--- src/rtl/tower_sprite_mem.sv ---
// ---------------------------------------------------------------------------
// tower_sprite_mem
//
// Sprite memory for the 20x20 tower tile on the VGA drawing path. A pixel
// coordinate (x, y) inside the tile is turned into a linear word address
// (y*20 + x). The 9-bit RRRGGGBBB colour stored at that address appears on
// q one clock later.
//
// Build option:
//   TOWER_RAM_WRITE_EN  When defined, the data/wren write port is active
//                       and the image can be replaced at run time.
//                       When undefined, the block is a ROM. data and wren
//                       are then ignored, but the ports are still present.
//
// Ports:
//   clk          in   rising-edge clock
//   reset        in   asynchronous, active-high reset (clears q/q_valid only)
//   x            in   [4:0] column within tile, 0..19 valid
//   y            in   [4:0] row within tile, 0..19 valid
//   data         in   [8:0] write colour
//   wren         in   write enable
//   mem_address  out  [8:0] combinational linear address
//   q            out  [8:0] registered read colour
//   q_valid      out  registered: the coordinate sampled with q was in range
// ---------------------------------------------------------------------------
module tower_sprite_mem #(
    parameter int unsigned WIDTH  = 20,
    parameter int unsigned HEIGHT = 20,
    parameter int unsigned DEPTH  = 400
) (
    input  logic       clk,
    input  logic       reset,
    input  logic [4:0] x,
    input  logic [4:0] y,
    input  logic [8:0] data,
    input  logic       wren,
    output logic [8:0] mem_address,
    output logic [8:0] q,
    output logic       q_valid
);

    localparam logic [4:0] WidthL  = 5'(WIDTH);
    localparam logic [4:0] HeightL = 5'(HEIGHT);

    logic [8:0] y_ext;
    logic [8:0] x_ext;
    logic       in_range;
    logic [8:0] rd_word;

    logic [8:0] q_d, q_q;
    logic       q_valid_d, q_valid_q;

    // y*20 as (y*16 + y*4). Out-of-range inputs wrap modulo 512.
    always_comb begin
        y_ext       = {4'b0000, y};
        x_ext       = {4'b0000, x};
        mem_address = (y_ext << 4) + (y_ext << 2) + x_ext;
        in_range    = (x < WidthL) && (y < HeightL);
    end

`ifdef TOWER_RAM_WRITE_EN
    // Each word is stored XORed with its own address. Because of this, an
    // all-zero array at power-up reads back as word[a] = a, which is the
    // default identity image. Reset leaves the array contents untouched.
    logic [8:0] mem_q [DEPTH];

    always_ff @(posedge clk) begin
        if (!reset && wren && in_range) begin
            mem_q[mem_address] <= data ^ mem_address;
        end
    end

    // The read uses the pre-edge array value. A read and a write to the same
    // address in the same cycle therefore returns the old word (read-first).
    always_comb begin
        rd_word = 9'h000;
        if (in_range) begin
            rd_word = mem_q[mem_address] ^ mem_address;
        end
    end
`else
    // ROM image: word[a] = a. A read therefore returns the address itself.
    logic unused_wr_port;
    assign unused_wr_port = ^{data, wren};

    always_comb begin
        rd_word = mem_address;
    end
`endif

    always_comb begin
        q_d       = 9'h000;
        q_valid_d = 1'b0;
        if (in_range) begin
            q_d       = rd_word;
            q_valid_d = 1'b1;
        end
    end

    always_ff @(posedge clk or posedge reset) begin
        if (reset) begin
            q_q       <= 9'h000;
            q_valid_q <= 1'b0;
        end else begin
            q_q       <= q_d;
            q_valid_q <= q_valid_d;
        end
    end

    assign q       = q_q;
    assign q_valid = q_valid_q;

endmodule

--- config.mk ---
export PLATFORM = sky130hd
export DESIGN_NAME = tower_sprite_mem
export DESIGN_NICKNAME = d
export VERILOG_FILES = /design/src/rtl/tower_sprite_mem.sv
export SDC_FILE = /design/constraint.sdc
export NUM_CORES = 1
export LEC_CHECK = 0
export BUFFER_PORTS_ARGS = -buffer_cell sky130_fd_sc_hd__buf_2
export CORE_UTILIZATION = 28
export DETAILED_ROUTE_END_ITERATION = 16
export PLACE_DENSITY = 0.61
export SLEW_MARGIN = 25
export SYNTH_ARGS = -nofsm -noshare
export SYNTH_HDL_FRONTEND = slang
export SYNTH_SLANG_ARGS = --single-unit
--- constraint.sdc ---
create_clock -name clk -period 5.3 [get_ports clk]
set_input_delay 1.59 -clock clk [delete_from_list [all_inputs] [get_ports clk]]
set_output_delay 1.59 -clock clk [all_outputs]
set_load 0.01 [all_outputs]
Word level (Yosys, flattened, before mapping) --
Index checks and enable logic that the tools add are counted. Widths: inputs -> output; s select.
Operators by class: $add $sub $neg 2, order comparisons 2, mux-type cells 2, reduce and logical (&&, ||, !) cells 1
Operators with widths (number):
- $lt 5x5->1 const B | 2
- $add 9x5->9 | 1
- $add 9x7->9 | 1
- $mux 9 | 1
- $logic_and 1x1->1 | 1
- $mux 1 | 1
Word-level totals: register bits after elaboration 10, input bits 22, output and inout bits 19, logic and storage cells 9

Longest topological paths before layout --
Gate-level depths: netlist of the first run.
depth in word-level cells 3, mapped depth 8, gate-level depth less buffers 8

Least setup slack after synthesis of the first run --
OpenSTA, ideal clock, no wires.
kind input to output, start in y[0], end out mem_address[7], arrival time 3.130 ns, data required time 3.710 ns, path slack 0.580 ns, stages 7, path buffers 0, cell sequence fa_1 inv_1 fa_1 inv_1 a21o_1 a21oi_1 xnor2_1
On the way: longest elaborated chain between the ends 2
RTL lines:
- from (decl) | RTL line 34 | input logic [4:0] y,
- $add 9x7->9 | RTL line 57 | mem_address = (y_ext << 4) + (y_ext << 2) + x_ext;
- $add 9x5->9 | RTL line 57
- to (decl) | RTL line 37 | output logic [8:0] mem_address,
No other way between the ends.

Final worst setup path of the first run --
Same ends and word-level chain as after synthesis.

==> results of run 1 <==
how the worst min path moves through the flow:
| stage | startpoint | to | slack, ns |
|---|---|---|---|
| 5_1_grt | reset | q[1] | 1.32 |
| 4_1_cts | reset | q_valid | 1.30 |
| 3_3_place_gp | reset | q_valid | 1.57 |
| 2_1_floorplan | reset | q[0] | 1.43 |
| 6_report | reset | q[1] | 1.28 |
| 3_5_place_dp | reset | q_valid | 1.57 |
sequential cells by signal, summed over array words and instances (netlist names):
name / flops
q: 9
q_valid: 1
metal layers:
layer  wire, um  track usage [%]
met5          0                0
met4         17            10.00
met3         72           0.9259
met2        600            18.24
met1        532            13.22
power groups by stage:
stage,clock network (mW),logic (mW),registers [mW]
floorplan,0,0.0481,0.0923
global placement,0,0.0841,0.0872
detailed placement,0,0.0852,0.0875
CTS,0.0497,0.0858,0.0861
global route,0.0531,0.0942,0.0867
finish,0.0489,0.0839,0.0859
per-stage QoR:
step	hold WS, ns	setup WS, ns	util, %	area, um2	std cells
3_3_place_gp	1.572	0.3796	39.52	807.0	112
5_1_grt	1.319	0.2344	40.63	829.5	115
2_1_floorplan	1.430	0.5798	-	638.1	57
6_report	1.282	0.3848	40.63	829.5	115
3_5_place_dp	1.573	0.3645	39.52	807.0	112
4_1_cts	1.296	0.3614	40.63	829.5	115
kinds of logic after synthesis:
group / after synthesis / share of synthesized area, %
simple gates: 14 / 12.55
fa+ha+maj: 11 / 23.92
flops: 10 / 39.22
compound gates: 8 / 9.804
buf+inv: 8 / 5.881
xor+xnor: 4 / 5.491
mux: 2 / 3.137
final cells by class:
| type | instances | area (um2) |
|---|---|---|
| Inverter | 6 | 22.52 |
| Multi-Input combinational cell | 39 | 350.3 |
| Clock buffer | 3 | 22.52 |
| Sequential cell | 10 | 250.2 |
| Fill cell | 221 | 1212 |
| Tap cell | 27 | 33.78 |
| Timing Repair Buffer | 30 | 150.1 |
cells in the final DEF, fill, tap and decap left out:
master / Yosys / layout
and2_2: 1 / 1
nand3_1: 1 / 1
clkbuf_4: 0 / 3
nand2b_1: 2 / 2
inv_1: 6 / 6
o21ai_2: 2 / 2
nand2_1: 3 / 3
a21o_1: 2 / 2
mux2i_1: 2 / 2
xnor2_1: 3 / 3
a41o_2: 1 / 1
a21oi_1: 2 / 2
a21oi_2: 1 / 1
buf_2: 0 / 30
and2_1: 1 / 1
fa_1: 2 / 2
xor2_1: 1 / 1
and3_1: 6 / 6
ha_1: 9 / 9
dfrtp_1: 10 / 10
==> flow_metrics.py, run 1 <==
metrics = {
    "sta": {
        "worst_pin_slew_ns": 0.3557,
        "finalSetupTns_ns": 0,
        "finalCriticalPeriod_ns": 4.915,
        "relSlewSlack_pct": 76.26,
        "setup_viol": 0,
        "timing.final.crit_share_pct": 92.74,
        "max_freq_mhz": 203.5,
        "rsz0062_at_grt": "false",
        "hold_violations": 0,
        "maxSlewViolCount": 0,
    },
    "hold_path": {
        "worstHoldPathType": "in -> async",
    },
    "power_and_ir_drop": {
        "power_frac_clock_pct": 22.4,
        "peakVddDrop_v": 0.0001164,
        "total_power_mw": 0.2187,
        "power_density_nw_per_um2": 263.6,
        "switching_power_mw": 0.07011,
        "seqPwrFrac_pct": 39.3,
        "leakage_nw": 0.4961,
        "comb_power_share_pct": 38.4,
        "intPower_mw": 0.1486,
        "netSwitchingFraction_pct": 32.06,
    },
    "synth": {
        "avgSynthCellArea_um2": 11.19,
        "synth-seq-area-share_pct": 39.22,
        "ys.flop_type": "dfrtp_1",
        "syn_area_um2": 638.1,
        "yosys_warnings": 0,
        "synth_area_leader_cell": "dfrtp_1",
        "yosysMostFrequentCell": "dfrtp_1",
        "synth_top_area_share_pct": 39.22,
        "async_flop_share_pct": 100.0,
        "synth_edf_count": 0,
        "syn_inst": 57,
        "synth.distinct_cells": 19,
        "ys_top_cells_by_count": "10 x dfrtp_1, 9 x ha_1, 6 x and3_1, 6 x inv_1",
        "ys_ff_latch": 10,
        "syn-num-nets": 90,
        "synthTopCellsByArea": "dfrtp_1 39%, ha_1 18%, fa_1 6.3%, and3_1 5.9%, xnor2_1 4.1%",
    },
    "die": {
        "die_y_um": 49.74,
        "dieArea_um2": 2474,
        "die_w_um": 49.74,
        "rows": 16,
        "boundaryPins": 41,
        "core_um2": 2042,
        "start_util_pct": 31.25,
    },
    "final_layout": {
        "drive_gt1_share_pct": 43.18,
        "final_nets": 123,
        "area_growth_pct": 30.00,
        "antenna_cells": 0,
    },
    "critical_path": {
        "cp.required_ns": 3.71,
        "path_buf_inv": 4,
        "crit_path_start": "y[0]",
        "max_stage_delay_ns": 0.56,
        "crit_cells": 9,
        "critPathMaxFanout": 2,
        "path_delay_family": "adder cells",
        "worst_ep_arrival_time_ns": 3.33,
        "critPathCapture": "mem_address[7]",
        "worstPathCellList": "buf_2 -> fa_1 -> inv_1 -> fa_1 -> inv_1 -> a21o_1 -> a21oi_1 -> xnor2_1 -> buf_2",
        "criticalPathCategory": "in -> out",
        "crit_path_end_kind": "output port",
        "start_kind": "input pin",
        "crit_slowest_cell": "fa_1",
    },
    "global_route": {
        "grt_usage_pct": 11.28,
        "grt_pass1_wl_mm": 2.028,
        "grt_pass1_vias": 474,
        "antenna_found_initial": 0,
        "overflow": 0,
        "grt_max_degree": 11,
    },
    "clock_tree": {
        "htreeDepth": 1,
        "cts_buffers": 3,
        "cts.sinks": 10,
        "cts_tree": "yes",
        "clock_path_buffers": 2,
        "cts.repair.resized": 0,
        "clk_pin_slew_ns": 0.06,
        "root_buffer": "clkbuf_4",
        "cts_setup_buffers": 0,
        "cts-hold-fix-buffers": 0,
    },
    "detailed_routing": {
        "antenna_left": 0,
        "vias_per_cell": 4.383,
        "drtIter0Drc": 3,
        "dr.pass1.iters": 4,
        "vias": 504,
        "wl_per_cell_um": 10.63,
        "route.detailed.drc": 0,
        "wirelength_mm": 1.222,
    },
    "placement": {
        "hpwl_mm": 1.081,
        "place_congestion": 0.8236,
        "io_buffers": 30,
    },
    "status": {
        "status": "finished, final reports clean",
    },
    "job": {
        "drv_cap": 0,
    },
}
(Power assumes the default switching activity.)
==> run 2: changes to the inputs <==
--- a/config.mk
+++ b/config.mk
@@ -6,9 +6,9 @@
 export NUM_CORES = 1
 export LEC_CHECK = 0
 export BUFFER_PORTS_ARGS = -buffer_cell sky130_fd_sc_hd__buf_2
+export CORE_ASPECT_RATIO = 1.2
 export CORE_UTILIZATION = 28
 export DETAILED_ROUTE_END_ITERATION = 16
-export PLACE_DENSITY = 0.61
 export SLEW_MARGIN = 25
 export SYNTH_ARGS = -nofsm -noshare
 export SYNTH_HDL_FRONTEND = slang
==> run 2 against run 1 <==
Net effect:
- combinational power decreased by 0.6%
- design area is 0.45% higher
- critical path depth unchanged
- count of clock-buffer cells in the layout unchanged
- die area barely moved
- power fell by 0.56%
- sequential cell count unchanged
- core utilization decreased by 0.84 points
- via count fell by 2.2%
==> flow_metrics.py, run 2 (synthesized netlist as in run 1, its figures left out) <==
metrics = {
    "status": {
        "status": "finished, final reports clean",
    },
    "clock_tree": {
        "cts_buffers": 3,
        "clk_pin_slew_ns": 0.06,
        "cts-hold-fix-buffers": 0,
        "htreeDepth": 1,
        "cts_setup_buffers": 0,
        "cts.sinks": 10,
        "root_buffer": "clkbuf_4",
        "cts.repair.resized": 0,
        "clock_path_buffers": 2,
        "cts_tree": "yes",
    },
    "placement": {
        "io_buffers": 30,
        "place_congestion": 0.7026,
        "hpwl_mm": 1.014,
        "dpl.cell_count": 115,
    },
    "final_layout": {
        "mostFrequentLayoutCell": "buf_2",
        "largest_register_ff_count": 9,
        "final_nets": 123,
        "antenna_cells": 0,
        "layout_common_cells": "30 x buf_2, 10 x dfrtp_1, 9 x ha_1",
        "final_cell_count_no_fill": 118,
        "area_growth_pct": 30.59,
        "drive_gt1_share_pct": 43.18,
        "final_util_pct": 39.78,
    },
    "die": {
        "boundaryPins": 41,
        "die_w_um": 45.58,
        "dieArea_um2": 2475,
        "core_um2": 2095,
        "start_util_pct": 30.47,
        "rows": 18,
        "die_y_um": 54.30,
    },
    "sta": {
        "rsz0062_at_grt": "false",
        "timing.final.crit_share_pct": 92.77,
        "finalSetupTns_ns": 0,
        "setup_viol": 0,
        "finalCriticalPeriod_ns": 4.917,
        "relSlewSlack_pct": 76.64,
        "max_freq_mhz": 203.4,
        "hold_violations": 0,
        "maxSlewViolCount": 0,
        "worst_pin_slew_ns": 0.3499,
    },
    "critical_path": {
        "start_kind": "input pin",
        "cp.required_ns": 3.71,
        "critPathMaxFanout": 2,
        "worst_ep_arrival_time_ns": 3.33,
        "crit_path_end_kind": "output port",
        "criticalPathCategory": "in -> out",
    },
    "power_and_ir_drop": {
        "peakVddDrop_v": 0.00007863,
        "seqPwrFrac_pct": 39.4,
        "leakage_nw": 0.4961,
        "power_density_nw_per_um2": 261.0,
        "power_frac_clock_pct": 22.3,
        "switching_power_mw": 0.06912,
        "total_power_mw": 0.2175,
        "intPower_mw": 0.1483,
        "netSwitchingFraction_pct": 31.79,
        "comb_power_share_pct": 38.3,
    },
    "global_route": {
        "grt_max_degree": 11,
        "antenna_found_initial": 0,
        "grt_pass1_vias": 468,
        "grt_usage_pct": 10.95,
        "grt_pass1_wl_mm": 1.925,
        "overflow": 0,
    },
    "detailed_routing": {
        "route.met2.wl_um": 541,
        "highest_layer": "met4",
        "drtIter0Drc": 8,
        "dr.pass1.iters": 4,
        "wl_per_cell_um": 10.00,
        "vias": 493,
        "vias_per_cell": 4.178,
        "met1Wirelength_um": 536,
        "route.detailed.drc": 0,
        "antenna_left": 0,
        "route.met3.wl_um": 95,
        "wirelength_mm": 1.180,
    },
    "hold_path": {
        "worstHoldPathType": "in -> async",
    },
    "job": {
        "drv_cap": 0,
    },
}
==> run 2: cell counts in the layout (fill, tap and decap cells not counted) <==
No cell type changed its count.
==> run 2: worst paths after layout <==
| check | slack, ns | startpoint | cells past startpoint | endpoint |
|---|---|---|---|---|
| min | 1.28 | reset | 2 | q[5] |
| min in group clk | 1.58 | x[1] | 2 | q[1] |
| max in group asynchronous | 3.76 | reset | 2 | q[1] |
| max | 0.38 | y[0] | 9 | mem_address[7] |
==> run 2: critical path, stage by stage <==
cell and delay (ns):
buf_2 0.12, fa_1 0.56, inv_1 0.06, fa_1 0.45, inv_1 0.07, a21o_1 0.10, a21oi_1 0.10, xnor2_1 0.14
buf_2 0.14
==> run 2: layout make-up <==
type	count	area [um2]
inverters	6	22.52
repair buffers	30	150.1
fillers	216	1261
clock buffers	3	22.52
well taps	30	37.54
flip-flops and latches	10	250.2
multi-input cells	39	350.3
==> run 2: layer usage <==
layer	vias up	GRT usage, %
met2	23	17.38
met4	0	7.576
met1	214	13.03
met3	2	2.310
li1	254	-
met5	-	0
==> run 2: through the flow <==
| step | hold slack, ns | setup slack (ns) | area (um2) |
|---|---|---|---|
| floorplan | 1.430 | 0.5798 | 638.1 |
| CTS | 1.292 | 0.3700 | 833.3 |
| global placement | 1.565 | 0.3717 | 810.8 |
| finish | 1.285 | 0.3831 | 833.3 |
| global route | 1.334 | 0.2110 | 833.3 |
| detailed placement | 1.569 | 0.3719 | 810.8 |
==> run 2: power groups by stage <==
stage / combinational, mW / sequential, mW / clock (mW)
4_1_cts: 0.0848 / 0.0857 / 0.0499
3_3_place_gp: 0.0828 / 0.0870 / 0
5_1_grt: 0.0948 / 0.0866 / 0.0522
6_report: 0.0834 / 0.0857 / 0.0484
3_5_place_dp: 0.0841 / 0.0872 / 0
2_1_floorplan: 0.0481 / 0.0923 / 0
